===== config.mk =====
export PLATFORM = sky130hd
export DESIGN_NAME = instr_fetch_unit
export DESIGN_NICKNAME = d
export VERILOG_FILES = /design/src/rtl/instr_fetch_unit.sv
export SDC_FILE = /design/constraint.sdc
export NUM_CORES = 1
export LEC_CHECK = 0
export ABC_AREA = 0
export CELL_PAD_IN_SITES_DETAIL_PLACEMENT = 0
export CELL_PAD_IN_SITES_GLOBAL_PLACEMENT = 2
export CORE_MARGIN = 2
export CORE_UTILIZATION = 26
export DETAILED_ROUTE_END_ITERATION = 10
export PLACE_DENSITY_LB_ADDON = 0.15
export SYNTH_ARGS = -nofsm -noshare
export SYNTH_HDL_FRONTEND = slang
export SYNTH_SLANG_ARGS = --single-unit

===== constraint.sdc =====
create_clock -name clk -period 5.48 [get_ports clk]
set_clock_uncertainty 0.2 [all_clocks]
set_input_delay 1.096 -clock clk [delete_from_list [all_inputs] [get_ports clk]]
set_output_delay 1.096 -clock clk [all_outputs]
set_load 0.05 [all_outputs]

===== src/rtl/instr_fetch_unit.sv =====
// instr_fetch_unit: owns the PC, fetches from a combinational imem and holds the word in the IF/ID register
module instr_fetch_unit #(
  parameter logic [31:0] RESET_PC = 32'h0000_0000
) (
  input  logic        clk,
  input  logic        reset,
  input  logic        run,
  output logic [31:0] imem_addr,
  input  logic [31:0] imem_instr,
  input  logic        redirect_valid,
  input  logic [31:0] redirect_pc,
  output logic        out_valid,
  input  logic        out_ready,
  output logic [31:0] out_instr,
  output logic [31:0] out_pc,
  output logic [31:0] out_pc_plus4,
  output logic        misalign_err,
  output logic [31:0] fetch_count
);
  logic [31:0] r_pc, r_instr, r_out_pc, r_count;
  logic        r_valid, r_mis;
  logic        w_load;
  assign w_load       = run && (!r_valid || out_ready);
  assign imem_addr    = r_pc;
  assign out_valid    = r_valid;
  assign out_instr    = r_instr;
  assign out_pc       = r_out_pc;
  assign out_pc_plus4 = r_out_pc + 32'd4;
  assign misalign_err = r_mis;
  assign fetch_count  = r_count;
  always_ff @(posedge clk) begin
    if (reset) begin
      r_pc     <= RESET_PC;
      r_valid  <= 1'b0;
      r_instr  <= '0;
      r_out_pc <= '0;
      r_count  <= '0;
      r_mis    <= 1'b0;
    end else begin
      r_mis <= 1'b0;
      // a handshake on a redirect edge still counts: decode took the word first
      if (r_valid && out_ready) r_count <= r_count + 32'd1;
      if (redirect_valid) begin
        r_pc    <= {redirect_pc[31:2], 2'b00};
        r_valid <= 1'b0;
        r_mis   <= |redirect_pc[1:0];
      end else if (w_load) begin
        r_instr  <= imem_instr;
        r_out_pc <= r_pc;
        r_valid  <= 1'b1;
        r_pc     <= r_pc + 32'd4;
      end else if (out_ready) begin
        r_valid <= 1'b0;
      end
    end
  end
endmodule

Yosys cells after proc, flatten, opt, wreduce, memory -nomap -nowiden
Cells that the tools add are included.

Flip-flop bits (word level): 130. Input port bits: 69. Output and inout bits: 162. Logic and storage cells: 25.

Add/subtract/negate cells: 3. Mux-type cells: 4. Bitwise logic cells: 1. Reduce and logical (&&, ||, !) cells: 10.

Operator list (count): $add 32x3->32 const B (2); $mux 32 (2); $add 32x1->32 const B (1); $reduce_or 2->1 (3); $reduce_bool 2->1 (2); $logic_and 1x1->1 (2); $mux 1 (2); $reduce_and 2->1 (1); $logic_not 1->1 (1); $logic_or 1x1->1 (1); $not 1->1 (1).

Longest topological paths before layout
Gate-level depths: netlist of run 1.

Depth in word-level cells: 5. Gate-level depth with buffers: 6.

Least setup slack after synthesis of run 1
No wires, ideal clock.

Path kind: register -> output. From: reg r_out_pc[9], in the netlist out_pc[9]. To: out out_pc_plus4[26]. Arrival time: 2751 ps. Data required time: 4184 ps. Path slack: 1433 ps. Cell stages (with the launch flop): 6. Path buffers: 0. Cells stage by stage: dfxtp_1 -> and4_1 -> nand4_1 -> nor3_1 -> nand4_1 -> xnor2_1.

Longest elaborated chain between the ends: 1.

Ends and longest elaborated chain: start, declared (line 20) `logic [31:0] r_pc, r_instr, r_out_pc, r_count;`; start signal, assigned (line 49) `r_out_pc <= r_pc;`; $add 32x3->32 (line 28) `assign out_pc_plus4 = r_out_pc + 32'd4;`; end, declared (line 16) `output logic [31:0] out_pc_plus4,`.

Every way passes these cells.

Worst setup path in the final report of run 1
From: reg r_out_pc[4], in the netlist out_pc[4]. To: out out_pc_plus4[31].

Same word-level chain as after synthesis.

==> out/summary.log, run 1 <==
INFO  status         outcome=finished clean
INFO  placement      placement.cell_area=8340squm
INFO  timing         pin_slew_with_the_least_headroom_to_its_limit=1.18ns
INFO  final_layout   final_net_count=1016
INFO  placement      place.port_buffers=224
INFO  route          drt_drc=0
INFO  die            core_area=22400squm
INFO  global_route   grt_pass1_vias=5627
INFO  synth          async_set_or_reset_register_ratio_after_synthesis=0
INFO  worst_setup_path critical_path_class=flip-flop to primary output
INFO  synth          netlist_area=5880squm
INFO  timing         min_period_over_period=0.792
INFO  die            die-area=23800squm
INFO  timing         final-max-slew-violation-count=0
INFO  global_route   grt_start_max_net_pins=81
INFO  synth          ys_dominant_reg_cell=sky130_fd_sc_hd__dfxtp_1
INFO  synth          muxShareOfSynthArea=0.00915
INFO  final_layout   antenna_cells=0
INFO  die            fp.dieW=154um
INFO  route          routed_wire_length_per_instance=15.8um
INFO  synth          post_synth_fa_ha_maj_area_fraction=0.00639
INFO  global_route   grt_antenna_before_repair=1
INFO  cts            ctsHtreeMaxLevel=4
INFO  timing         hold_violations=0
INFO  worst_setup_path worstSetupStartpointType=flip-flop
INFO  hold_path      hold_path.class=flip-flop to flip-flop
INFO  final_layout   drive_gt1_frac=0.0564
INFO  cts            postCtsHoldBufs=0
INFO  die            io_pins=231
INFO  worst_setup_path timing.critical_path.fanout_max=8
INFO  placement      globalplace.congestion=0.748
INFO  timing         timing.final.ws_setup=1.14ns
INFO  final_layout   areaGrowthSynthToFinish=51.7%
INFO  cts            cts_made_buffers=17
INFO  global_route   wire_length_of_the_first_global_routing_pass=31.4mm
INFO  timing         grt_setup_unrepaired=false
INFO  synth          main_combinational_cell_family_by_area_after_synthesis=simple AND/OR/NAND/NOR gates
INFO  job            max-cap-violations=0
INFO  route          dr_total_vias=5708
INFO  cts            clkSinkCount=126
INFO  synth          complex_gate_fraction_of_the_synthesized_area=0.105
INFO  cts            cts_max_path_buffers=2
INFO  synth          synthesis.area_per_instance=8.02squm
INFO  cts            insertion_delay=0.42ns
INFO  synth          synth_enable_flop_cells=0
INFO  synth          yosys.area_share.xor_xnor=0.106
INFO  power          power.static_leakage=3.10nW
INFO  timing         slew_headroom=0.206
INFO  cts            path_clk_slew=0.07ns
INFO  synth          synth_simple_gate_area_share=0.301
INFO  route          remaining_antenna_violation_count=0
INFO  timing         timing.fmax=230MHz
INFO  synth          count_of_warnings_emitted_by_yosys=0
INFO  timing         finalWorstPathRequiredPeriod=4.34ns
INFO  cts            cts_post_setup_buffers_inserted=0
INFO  synth          post_synthesis_register_bit_count=126
INFO  route          routed_wirelength=19.6mm
INFO  global_route   grt_overflow_total=0
INFO  global_route   grt_usage=0.166
INFO  route          drt-vias-per-instance=4.60
INFO  placement      placement.setup.worst_slack=1.49ns
INFO  placement      place_inst=1210
INFO  die            initial_core_util=0.262
INFO  worst_setup_path critPathArrivalTime=3.05ns
INFO  die            row_count=55
INFO  synth          post_synthesis_sequential_area_ratio=0.429
INFO  timing         setup_violations=0
INFO  timing         final_total_negative_setup_slack=0ns
INFO  synth          synthCells=733
INFO  power          p_per_area=278nW/um^2
INFO  power          peakVddDrop=0.203mV
INFO  final_layout   stdcell_count=1242
INFO  worst_setup_path worst-endpoint-required=4.18ns
INFO  cts            clock_tree_from_tritoncts=yes
INFO  route          drtIter0Drc=222
INFO  final_layout   utilization=0.397
INFO  synth          synthDistinctLibCells=54
INFO  final_layout   final_cell_area=8910squm
INFO  cts            cts.repair.resized=0
INFO  die            chipHeight=154um
INFO  route          detail_route.first_pass.iterations=4
INFO  placement      post-dp-hpwl=13.6mm
INFO  cts            ctsRootBufferMaster=sky130_fd_sc_hd__clkbuf_16
INFO  worst_setup_path endpoint_kind=primary output
## metal layers
layer  vias to the layer above  part of all wire  track usage
li1                       2932                 -            -
met1                      2595              0.47        0.213
met2                       159              0.45        0.262
met3                        20             0.072       0.0622
met4                         2             0.013       0.0467
met5                         -           0.00066            0
## cell usage in the layout, fill, tap and decap left out, drive strengths merged, types with 2 or more instances in the layout
master	count
clkdlybuf4s50	223
nand2	173
dfxtp	126
a21oi	73
nor2	61
xor2	38
xnor2	33
nand4	33
nand3	32
clkbuf	18
and3	16
a211oi	15
inv	13
and4	9
or3	9
nor4	9
buf	7
conb	6
nor3	6
clkinv	6
o21ai	5
nand2b	4
nor2b	4
a31oi	4
a311oi	3
mux2	3
or4	3
o211ai	3
ha	3
clkinvlp	3
nor3b	2
mux2i	2
nand3b	2
## kinds of logic (layout without fill, tap and decap cells)
kind of cell             after synthesis  after routing
XOR/XNOR                              71             71
flip-flops                           126            126
AND/OR/NAND/NOR                      367            367
multiplexers                           5              5
buffers and inverters                 52            271
adder cells (fa/ha/maj)                3              3
other                                  1              6
AO/OA/AOI/OAI                        108            108
## worst paths after layout
| path | start | endpoint | slack [ns] | cells past startpoint |
|---|---|---|---|---|
| setup / recovery | out_pc[4] | out_pc_plus4[31] | 1.14 | 6 |
| hold / removal | out_instr[5] | out_instr[5] | 0.25 | 2 |
| setup reg to reg | imem_addr[4] | imem_addr[21] | 2.95 | 5 |
| hold reg to reg | out_instr[5] | out_instr[5] | 0.25 | 2 |
## cell type report
| type | instances | area [sq um] |
|---|---|---|
| inverters | 9 | 33.8 |
| fillers | 2354 | 13500 |
| clock inverters | 14 | 133 |
| repair buffers | 230 | 2300 |
| flip-flops and latches | 126 | 2520 |
| well taps | 285 | 357 |
| multi-input cells | 560 | 3130 |
| clock buffers | 18 | 439 |
## power by group
group | leakage [nW] | switching [mW] | internal (mW) | total, mW
logic | 1.80 | 0.242 | 0.140 | 0.382
clock network | 0.274 | 0.461 | 0.643 | 1.10
registers | 1.03 | 0.0430 | 0.949 | 0.992
total | 3.10 | 0.746 | 1.73 | 2.48
## cells in the mapped netlist, types with 2 or more instances
| master | number | area, sq um |
|---|---|---|
| sky130_fd_sc_hd__o211ai_1 | 3 | 22.5 |
| sky130_fd_sc_hd__nor4_1 | 7 | 43.8 |
| sky130_fd_sc_hd__nand2_1 | 173 | 649 |
| sky130_fd_sc_hd__xnor2_1 | 33 | 289 |
| sky130_fd_sc_hd__nor3b_1 | 2 | 15.0 |
| sky130_fd_sc_hd__xor2_1 | 38 | 333 |
| sky130_fd_sc_hd__a21oi_1 | 73 | 365 |
| sky130_fd_sc_hd__ha_1 | 3 | 37.5 |
| sky130_fd_sc_hd__o21ai_0 | 5 | 25.0 |
| sky130_fd_sc_hd__mux2i_1 | 2 | 20.0 |
| sky130_fd_sc_hd__a211oi_1 | 15 | 113 |
| sky130_fd_sc_hd__nand3_1 | 31 | 155 |
| sky130_fd_sc_hd__a31oi_1 | 4 | 25.0 |
| sky130_fd_sc_hd__clkbuf_1 | 31 | 116 |
| sky130_fd_sc_hd__nor2b_1 | 4 | 25.0 |
| sky130_fd_sc_hd__nor3_1 | 5 | 25.0 |
| sky130_fd_sc_hd__and4_1 | 9 | 78.8 |
| sky130_fd_sc_hd__buf_4 | 6 | 45.0 |
| sky130_fd_sc_hd__or3_1 | 8 | 50.1 |
| sky130_fd_sc_hd__nand3b_1 | 2 | 15.0 |
| sky130_fd_sc_hd__mux2_2 | 3 | 33.8 |
| sky130_fd_sc_hd__nor2_1 | 60 | 225 |
| sky130_fd_sc_hd__nand2b_1 | 4 | 25.0 |
| sky130_fd_sc_hd__and3_1 | 15 | 93.8 |
| sky130_fd_sc_hd__dfxtp_1 | 126 | 2520 |
| sky130_fd_sc_hd__a311oi_1 | 3 | 26.3 |
| sky130_fd_sc_hd__or4_1 | 3 | 22.5 |
| sky130_fd_sc_hd__inv_1 | 8 | 30.0 |
| sky130_fd_sc_hd__nand4_1 | 32 | 200 |
## sequential cells by signal, indices dropped and copies added (netlist names)
signal and count:
out_instr 32, misalign_err 1, fetch_count 32, out_pc 30
imem_addr 30, out_valid 1
## metrics by stage
stage / hold slack (ns) / total power [mW]
2_1_floorplan: 0.475 / 1.24
3_3_place_gp: 0.241 / 1.40
3_5_place_dp: 0.247 / 1.40
4_1_cts: 0.256 / 2.52
5_1_grt: 0.268 / 2.59
6_report: 0.252 / 2.48
## critical path, cell delays in order, from the launching register on
cell and delay [ns]:
sky130_fd_sc_hd__dfxtp_1 0.42, sky130_fd_sc_hd__and4_1 0.26, sky130_fd_sc_hd__nand4_1 0.19, sky130_fd_sc_hd__nor2_1 0.57, sky130_fd_sc_hd__nand4_1 0.21, sky130_fd_sc_hd__xnor2_1 0.17
sky130_fd_sc_hd__clkdlybuf4s50_1 0.81
Power figures use the tool's default switching activity.
==> run 2: changes to the inputs <==
--- a/config.mk
+++ b/config.mk
@@ -9,7 +9,7 @@
 export CELL_PAD_IN_SITES_DETAIL_PLACEMENT = 0
 export CELL_PAD_IN_SITES_GLOBAL_PLACEMENT = 2
 export CORE_MARGIN = 2
-export CORE_UTILIZATION = 26
+export CORE_UTILIZATION = 24
 export DETAILED_ROUTE_END_ITERATION = 10
 export PLACE_DENSITY_LB_ADDON = 0.15
 export SYNTH_ARGS = -nofsm -noshare
==> constraint.sdc (replaced) <==
create_clock -name clk -period 4.08 [get_ports clk]
set_clock_uncertainty 0.2 [all_clocks]
set_input_delay 0.816 -clock clk [delete_from_list [all_inputs] [get_ports clk]]
set_output_delay 0.816 -clock clk [all_outputs]
set_load 0.05 [all_outputs]
==> out/summary.log, run 2 (synthesis gave the netlist of run 1 again) <==
INFO  status         outcome=finished clean
INFO  placement      globalplace.congestion=0.701 [-6.4%]
INFO  die            core_area=24200squm [+7.8%]
INFO  timing         finalWorstPathRequiredPeriod=3.79ns
INFO  worst_setup_path endpoint_kind=primary output
INFO  global_route   groute.layer.met2.usage=0.230 [-0.0324]
INFO  final_layout   final_common_cell=sky130_fd_sc_hd__clkdlybuf4s50_1
INFO  route          dr_total_vias=5736 [+0.49%]
INFO  cts            postCtsHoldBufs=0 [unchanged]
INFO  global_route   grt_antenna_before_repair=2 [+1]
INFO  cts            cts.repair.resized=0 [unchanged]
INFO  power          post-layout-total-power=3.31mW [+34%]
INFO  cts            cts_max_path_buffers=2 [unchanged]
INFO  die            row_count=57 [+3.6%]
INFO  worst_setup_path timing.critical_path.fanout_max=8 [unchanged]
INFO  final_layout   final_net_count=1022 [+0.59%]
INFO  timing         final_total_negative_setup_slack=0ns [unchanged]
INFO  final_layout   drive_gt1_frac=0.0685 [+0.0121]
INFO  route          remaining_antenna_violation_count=0 [unchanged]
INFO  timing         hold_violations=0 [unchanged]
INFO  global_route   grt_start_max_net_pins=78 [-3.7%]
INFO  global_route   groute.layer.met3.usage=0.0563 [-0.00590]
INFO  route          drtIter0Drc=228 [+2.7%]
INFO  global_route   grt_overflow_total=0 [unchanged]
INFO  placement      placement.setup.worst_slack=0.713ns [-0.780 ns]
INFO  worst_setup_path worst_reg_to_reg_cells=5 [unchanged]
INFO  route          drt_drc=0 [unchanged]
INFO  timing         setup_violations=0 [unchanged]
INFO  die            initial_core_util=0.243 [-0.0189]
INFO  final_layout   final_cell_mix=sky130_fd_sc_hd__clkdlybuf4s50_1, sky130_fd_sc_hd__nand2_1, sky130_fd_sc_hd__dfxtp_1
INFO  route          detail_route.first_pass.iterations=4 [unchanged]
INFO  global_route   grt_util_met1=0.207 [-0.00543]
INFO  worst_setup_path critPathArrivalTime=2.78ns [-0.27 ns]
INFO  worst_setup_path crit_path_cell_trace=nand4_1 > nor2_1 > nand3_1 > xnor2_1 > clkdlybuf4s50_1
INFO  die            fp.dieW=160um [+4.0%]
INFO  final_layout   stdcell_count=1289 [+3.8%]
INFO  route          routed_wire_length_per_instance=15.5um [-1.6%]
INFO  cts            ctsHtreeMaxLevel=4 [unchanged]
INFO  timing         grt_setup_unrepaired=false
INFO  job            max-cap-violations=0 [unchanged]
INFO  timing         pin_slew_with_the_least_headroom_to_its_limit=0.713ns [-0.467 ns]
INFO  global_route   globalRoute.busiestLayer=met2
INFO  power          p_per_area=368nW/um^2 [+32%]
INFO  power          peakVddDrop=0.230mV [+13%]
INFO  placement      post-dp-hpwl=14.2mm [+4.7%]
INFO  placement      place.port_buffers=224 [unchanged]
INFO  global_route   grt_usage=0.155 [-0.0112]
INFO  worst_setup_path worstSetupStartpointType=flip-flop
INFO  cts            clkSinkCount=126 [unchanged]
INFO  global_route   wire_length_of_the_first_global_routing_pass=31.7mm [+1.2%]
INFO  cts            ctsRootBufferMaster=sky130_fd_sc_hd__clkbuf_16
INFO  timing         timing.final.ws_setup=0.286ns [-0.852 ns]
INFO  timing         timing.fmax=264MHz
INFO  die            die-area=25800squm [+8.1%]
INFO  route          routed_wirelength=20.0mm [+2.1%]
INFO  hold_path      hold_path.class=flip-flop to flip-flop
INFO  route          drt-vias-per-instance=4.45 [-3.2%]
INFO  power          power.static_leakage=3.14nW [+1.4%]
INFO  timing         slew_headroom=0.524 [+0.319]
INFO  worst_setup_path crit_path_max_incr_delay=0.82ns [about the same]
INFO  global_route   grt_pass1_vias=5607 [-0.36%]
INFO  timing         hold_slack=0.253ns [+0.000647 ns]
INFO  timing         min_period_over_period=0.930
INFO  cts            cts_post_setup_buffers_inserted=0 [unchanged]
INFO  die            chipHeight=160um [+4.0%]
INFO  worst_setup_path timing.critical_path.slowest_stage_cell=sky130_fd_sc_hd__clkdlybuf4s50_1
INFO  die            io_pins=231 [unchanged]
INFO  cts            cts_made_buffers=17 [unchanged]
INFO  worst_setup_path critical_path_class=flip-flop to primary output
INFO  timing         final-max-slew-violation-count=0 [unchanged]
INFO  cts            clock_tree_from_tritoncts=yes
INFO  final_layout   multiInputGateArea=3130squm [unchanged]
INFO  worst_setup_path worst-endpoint-required=3.06ns [-1.12 ns]
INFO  cts            path_clk_slew=0.07ns [about the same]
INFO  final_layout   register_area=2520squm [unchanged]
INFO  final_layout   areaGrowthSynthToFinish=53.1%
INFO  final_layout   layout.filler_cells=2590 [+10%]
INFO  hold_path      hold_depth=2 [unchanged]
INFO  cts            insertion_delay=0.42ns [about the same]
INFO  placement      place_inst=1255 [+3.7%]
## run 2: power by group
group          switching, mW  leakage [nW]  internal [mW]  total [mW]
registers             0.0583          1.03           1.28        1.33
logic                  0.326          1.84          0.190       0.516
clock network          0.613         0.272          0.847        1.46
## run 2: area by class of cell
cell class	count	area share
diodes	2	0.000556
clock buffers	18	0.0477
clock inverters	14	0.0149
inverters	9	0.00375
multi-input cells	560	0.348
flip-flops and latches	126	0.280
well taps	324	0.0451
repair buffers	236	0.260
## run 2: metrics by stage
stage | utilization | cell area (sq um)
after floorplan | - | 5900
after global placement | 0.349 | 8430
after detailed placement | 0.349 | 8430
after CTS | 0.372 | 8990
after global routing | 0.372 | 8990
final | 0.372 | 9000
## run 2: worst paths after layout
| path | start | end | slack (ns) |
|---|---|---|---|
| min reg2reg | out_instr[26] | out_instr[26] | 0.25 |
| max reg2reg | imem_addr[4] | imem_addr[21] | 1.47 |
| max | out_pc[16] | out_pc_plus4[27] | 0.29 |
| min | out_instr[26] | out_instr[26] | 0.25 |
## run 2: critical path: cells and delay by family (launching register included)
kind	cells	cell delay, ns
buffers and inverters	1	0.82
XOR/XNOR	1	0.18
flip-flops	1	0.44
AND/OR/NAND/NOR	3	0.93
## run 2: layer usage
| layer | vias to the layer above | part of all wire |
|---|---|---|
| li1 | 2953 | - |
| met1 | 2613 | 0.47 |
| met2 | 159 | 0.44 |
| met3 | 11 | 0.071 |
| met4 | 0 | 0.011 |
| met5 | - | 0 |
==> run 3: changes to the inputs <==
--- a/config.mk
+++ b/config.mk
@@ -8,7 +8,6 @@
 export ABC_AREA = 0
 export CELL_PAD_IN_SITES_DETAIL_PLACEMENT = 0
 export CELL_PAD_IN_SITES_GLOBAL_PLACEMENT = 2
-export CORE_MARGIN = 2
 export CORE_UTILIZATION = 24
 export DETAILED_ROUTE_END_ITERATION = 10
 export PLACE_DENSITY_LB_ADDON = 0.15
==> out/summary.log, run 3 (synthesis gave the netlist of run 1 again) <==
INFO  worst_setup_path crit_path_max_incr_delay=0.82ns [about the same]
INFO  final_layout   final_cell_mix=sky130_fd_sc_hd__clkdlybuf4s50_1, sky130_fd_sc_hd__nand2_1, sky130_fd_sc_hd__dfxtp_1
INFO  timing         final-max-slew-violation-count=0 [unchanged]
INFO  global_route   wire_length_of_the_first_global_routing_pass=31.5mm [-0.87%]
INFO  global_route   grt_overflow_total=0 [unchanged]
INFO  route          remaining_antenna_violation_count=0 [unchanged]
INFO  worst_setup_path worst-endpoint-required=3.06ns [about the same]
INFO  final_layout   final_common_cell=sky130_fd_sc_hd__clkdlybuf4s50_1
INFO  power          p_per_area=382nW/um^2 [+3.8%]
INFO  cts            postCtsHoldBufs=0 [unchanged]
INFO  worst_setup_path critical_path_class=flip-flop to primary output
INFO  final_layout   drive_gt1_frac=0.0705 [+0.00200]
INFO  cts            insertion_delay=0.41ns [about the same]
INFO  route          dr_total_vias=5738 [+0.035%]
INFO  worst_setup_path worstSetupStartpointType=flip-flop
INFO  cts            clock_tree_from_tritoncts=yes
INFO  route          routed_wire_length_per_instance=15.4um [-0.88%]
INFO  final_layout   antenna_cells=0 [-2]
INFO  placement      post-dp-hpwl=14.3mm [+0.64%]
INFO  timing         min_period_over_period=0.931 [+0.00148]
INFO  die            fp.dieW=158um [-1.2%]
INFO  route          drtIter0Drc=239 [+4.8%]
INFO  cts            clkSinkCount=126 [unchanged]
INFO  power          internal_power=2.48mW [+7.2%]
INFO  cts            cts.repair.resized=0 [unchanged]
INFO  global_route   grt_usage=0.163 [+0.00781]
INFO  route          drt-vias-per-instance=4.47 [+0.50%]
INFO  timing         final_total_negative_setup_slack=0ns [unchanged]
INFO  timing         timing.fmax=263MHz [-0.16%]
INFO  route          drt_drc=0 [unchanged]
INFO  cts            ctsRootBufferMaster=sky130_fd_sc_hd__clkbuf_16
INFO  worst_setup_path cp_top_family=buffers and inverters
INFO  power          peakVddDrop=0.251mV [+9.1%]
INFO  cts            cts_made_buffers=17 [unchanged]
INFO  final_layout   final_net_count=1023 [+0.098%]
INFO  timing         grt_setup_unrepaired=false
INFO  power          pwr-share-comb=0.149 [-0.007]
INFO  timing         pin_slew_with_the_least_headroom_to_its_limit=0.697ns [-0.0167 ns]
INFO  placement      place.port_buffers=224 [unchanged]
INFO  power          power_frac_clock=0.465 [+0.024]
INFO  die            chipHeight=158um [-1.2%]
INFO  power          switching_share=0.282 [-0.0197]
INFO  timing         slew_headroom=0.532 [+0.00763]
INFO  power          power.static_leakage=3.18nW [+1.1%]
INFO  die            die-area=25100squm [-2.5%]
INFO  worst_setup_path crit_path_cell_trace=and4_1 > nand4_1 > nor2_1 > buf_4 > nand4_1 > xnor2_1 > clkdlybuf4s50_1
INFO  placement      placement.cell_area=8420squm [-0.13%]
INFO  worst_setup_path endpoint_kind=primary output
INFO  die            row_count=56 [-1.8%]
INFO  cts            cts_post_setup_buffers_inserted=0 [unchanged]
INFO  final_layout   utilization=0.381 [+0.00860]
INFO  timing         setup_violations=0 [unchanged]
INFO  die            io_pins=231 [unchanged]
INFO  route          detail_route.first_pass.iterations=4 [unchanged]
INFO  final_layout   final_cell_area=9040squm [+0.51%]
INFO  power          switching_power=0.972mW [-2.5%]
INFO  placement      globalplace.congestion=0.730 [+4.1%]
INFO  global_route   grt_antenna_before_repair=0 [-2]
INFO  job            max-cap-violations=0 [unchanged]
INFO  worst_setup_path critical_path_buffers_and_inverters=2 [+1]
INFO  worst_setup_path timing.critical_path.slowest_stage_cell=sky130_fd_sc_hd__clkdlybuf4s50_1
INFO  die            core_area=23800squm [-1.8%]
INFO  status         outcome=finished clean
INFO  global_route   grt_start_max_net_pins=63 [-19%]
INFO  worst_setup_path most_used_cell_along_the_critical_path=sky130_fd_sc_hd__nand4_1
INFO  cts            path_clk_slew=0.06ns [about the same]
INFO  timing         hold_violations=0 [unchanged]
INFO  cts            cts_max_path_buffers=2 [unchanged]
INFO  timing         finalWorstPathRequiredPeriod=3.80ns [+0.00605 ns]
INFO  hold_path      hold_path.class=flip-flop to flip-flop
INFO  power          power.share.sequential=0.386 [-0.017]
INFO  final_layout   areaGrowthSynthToFinish=53.9%
INFO  worst_setup_path critPathArrivalTime=2.78ns [about the same]
INFO  die            initial_core_util=0.247 [+0.00434]
INFO  global_route   grt_pass1_vias=5710 [+1.8%]
INFO  cts            ctsHtreeMaxLevel=4 [unchanged]
INFO  worst_setup_path timing.critical_path.fanout_max=8 [unchanged]
INFO  route          routed_wirelength=19.7mm [-1.3%]
run 3: cell types whose count changed in the layout (fill, tap and decap cells not counted), sizes merged:
| cell | previous run | this run |
|---|---|---|
| buf | 20 | 21 |
| bufinv | 1 | 3 |
| clkbuf | 18 | 20 |
| clkinv | 8 | 6 |
| diode | 2 | 0 |
| inv | 12 | 10 |
run 3: path summary, 6_finish.rpt:
kind / slack, ns / depth (start not counted) / end / startpoint
hold reg to reg: 0.25 / 2 / out_instr[14] / out_instr[14]
setup / recovery: 0.28 / 7 / out_pc_plus4[31] / out_pc[5]
setup reg to reg: 1.47 / 5 / imem_addr[21] / imem_addr[4]
hold / removal: 0.25 / 2 / out_instr[14] / out_instr[14]
run 3: power by group through the flow:
stage / combinational [mW] / sequential, mW / clock [mW]
2_1_floorplan: 0.168 / 1.50 / 0
3_3_place_gp: 0.524 / 1.36 / 0
3_5_place_dp: 0.523 / 1.36 / 0
4_1_cts: 0.524 / 1.33 / 1.67
5_1_grt: 0.552 / 1.34 / 1.72
6_report: 0.515 / 1.33 / 1.60
run 3: routing by layer:
layer	vias to the layer above	wire (um)	part of all wire	track usage
li1	2956	-	-	-
met1	2611	9180	0.46	0.206
met2	157	8870	0.45	0.258
met3	14	1490	0.075	0.0528
met4	0	202	0.010	0.0545
met5	-	0	0	0
run 3: area by class of cell:
cell class / count / area [sq um]
Sequential cell: 126 / 2520
Multi-Input combinational cell: 560 / 3130
Clock buffer: 20 / 467
Tap cell: 319 / 399
Fill cell: 2496 / 14700
Timing Repair Buffer: 237 / 2330
Clock inverter: 12 / 159
Inverter: 9 / 33.8
run 3: through the flow:
step | hold slack [ns] | std cells | power, mW | worst slack, ns
after CTS | 0.255 | 1283 | 3.53 | 0.204
after detailed placement | 0.248 | 1251 | 1.88 | 0.665
after global placement | 0.242 | 1251 | 1.89 | 0.673
after floorplan | 0.475 | 738 | 1.67 | 0.313
after global routing | 0.271 | 1283 | 3.62 | 0.0550
final | 0.253 | 1283 | 3.45 | 0.280
run 3: worst min-delay path, stage by stage, from the launching register on:
cell	delay (ns)
sky130_fd_sc_hd__dfxtp_1	0.31
sky130_fd_sc_hd__nand2_1	0.05
sky130_fd_sc_hd__a21oi_1	0.05
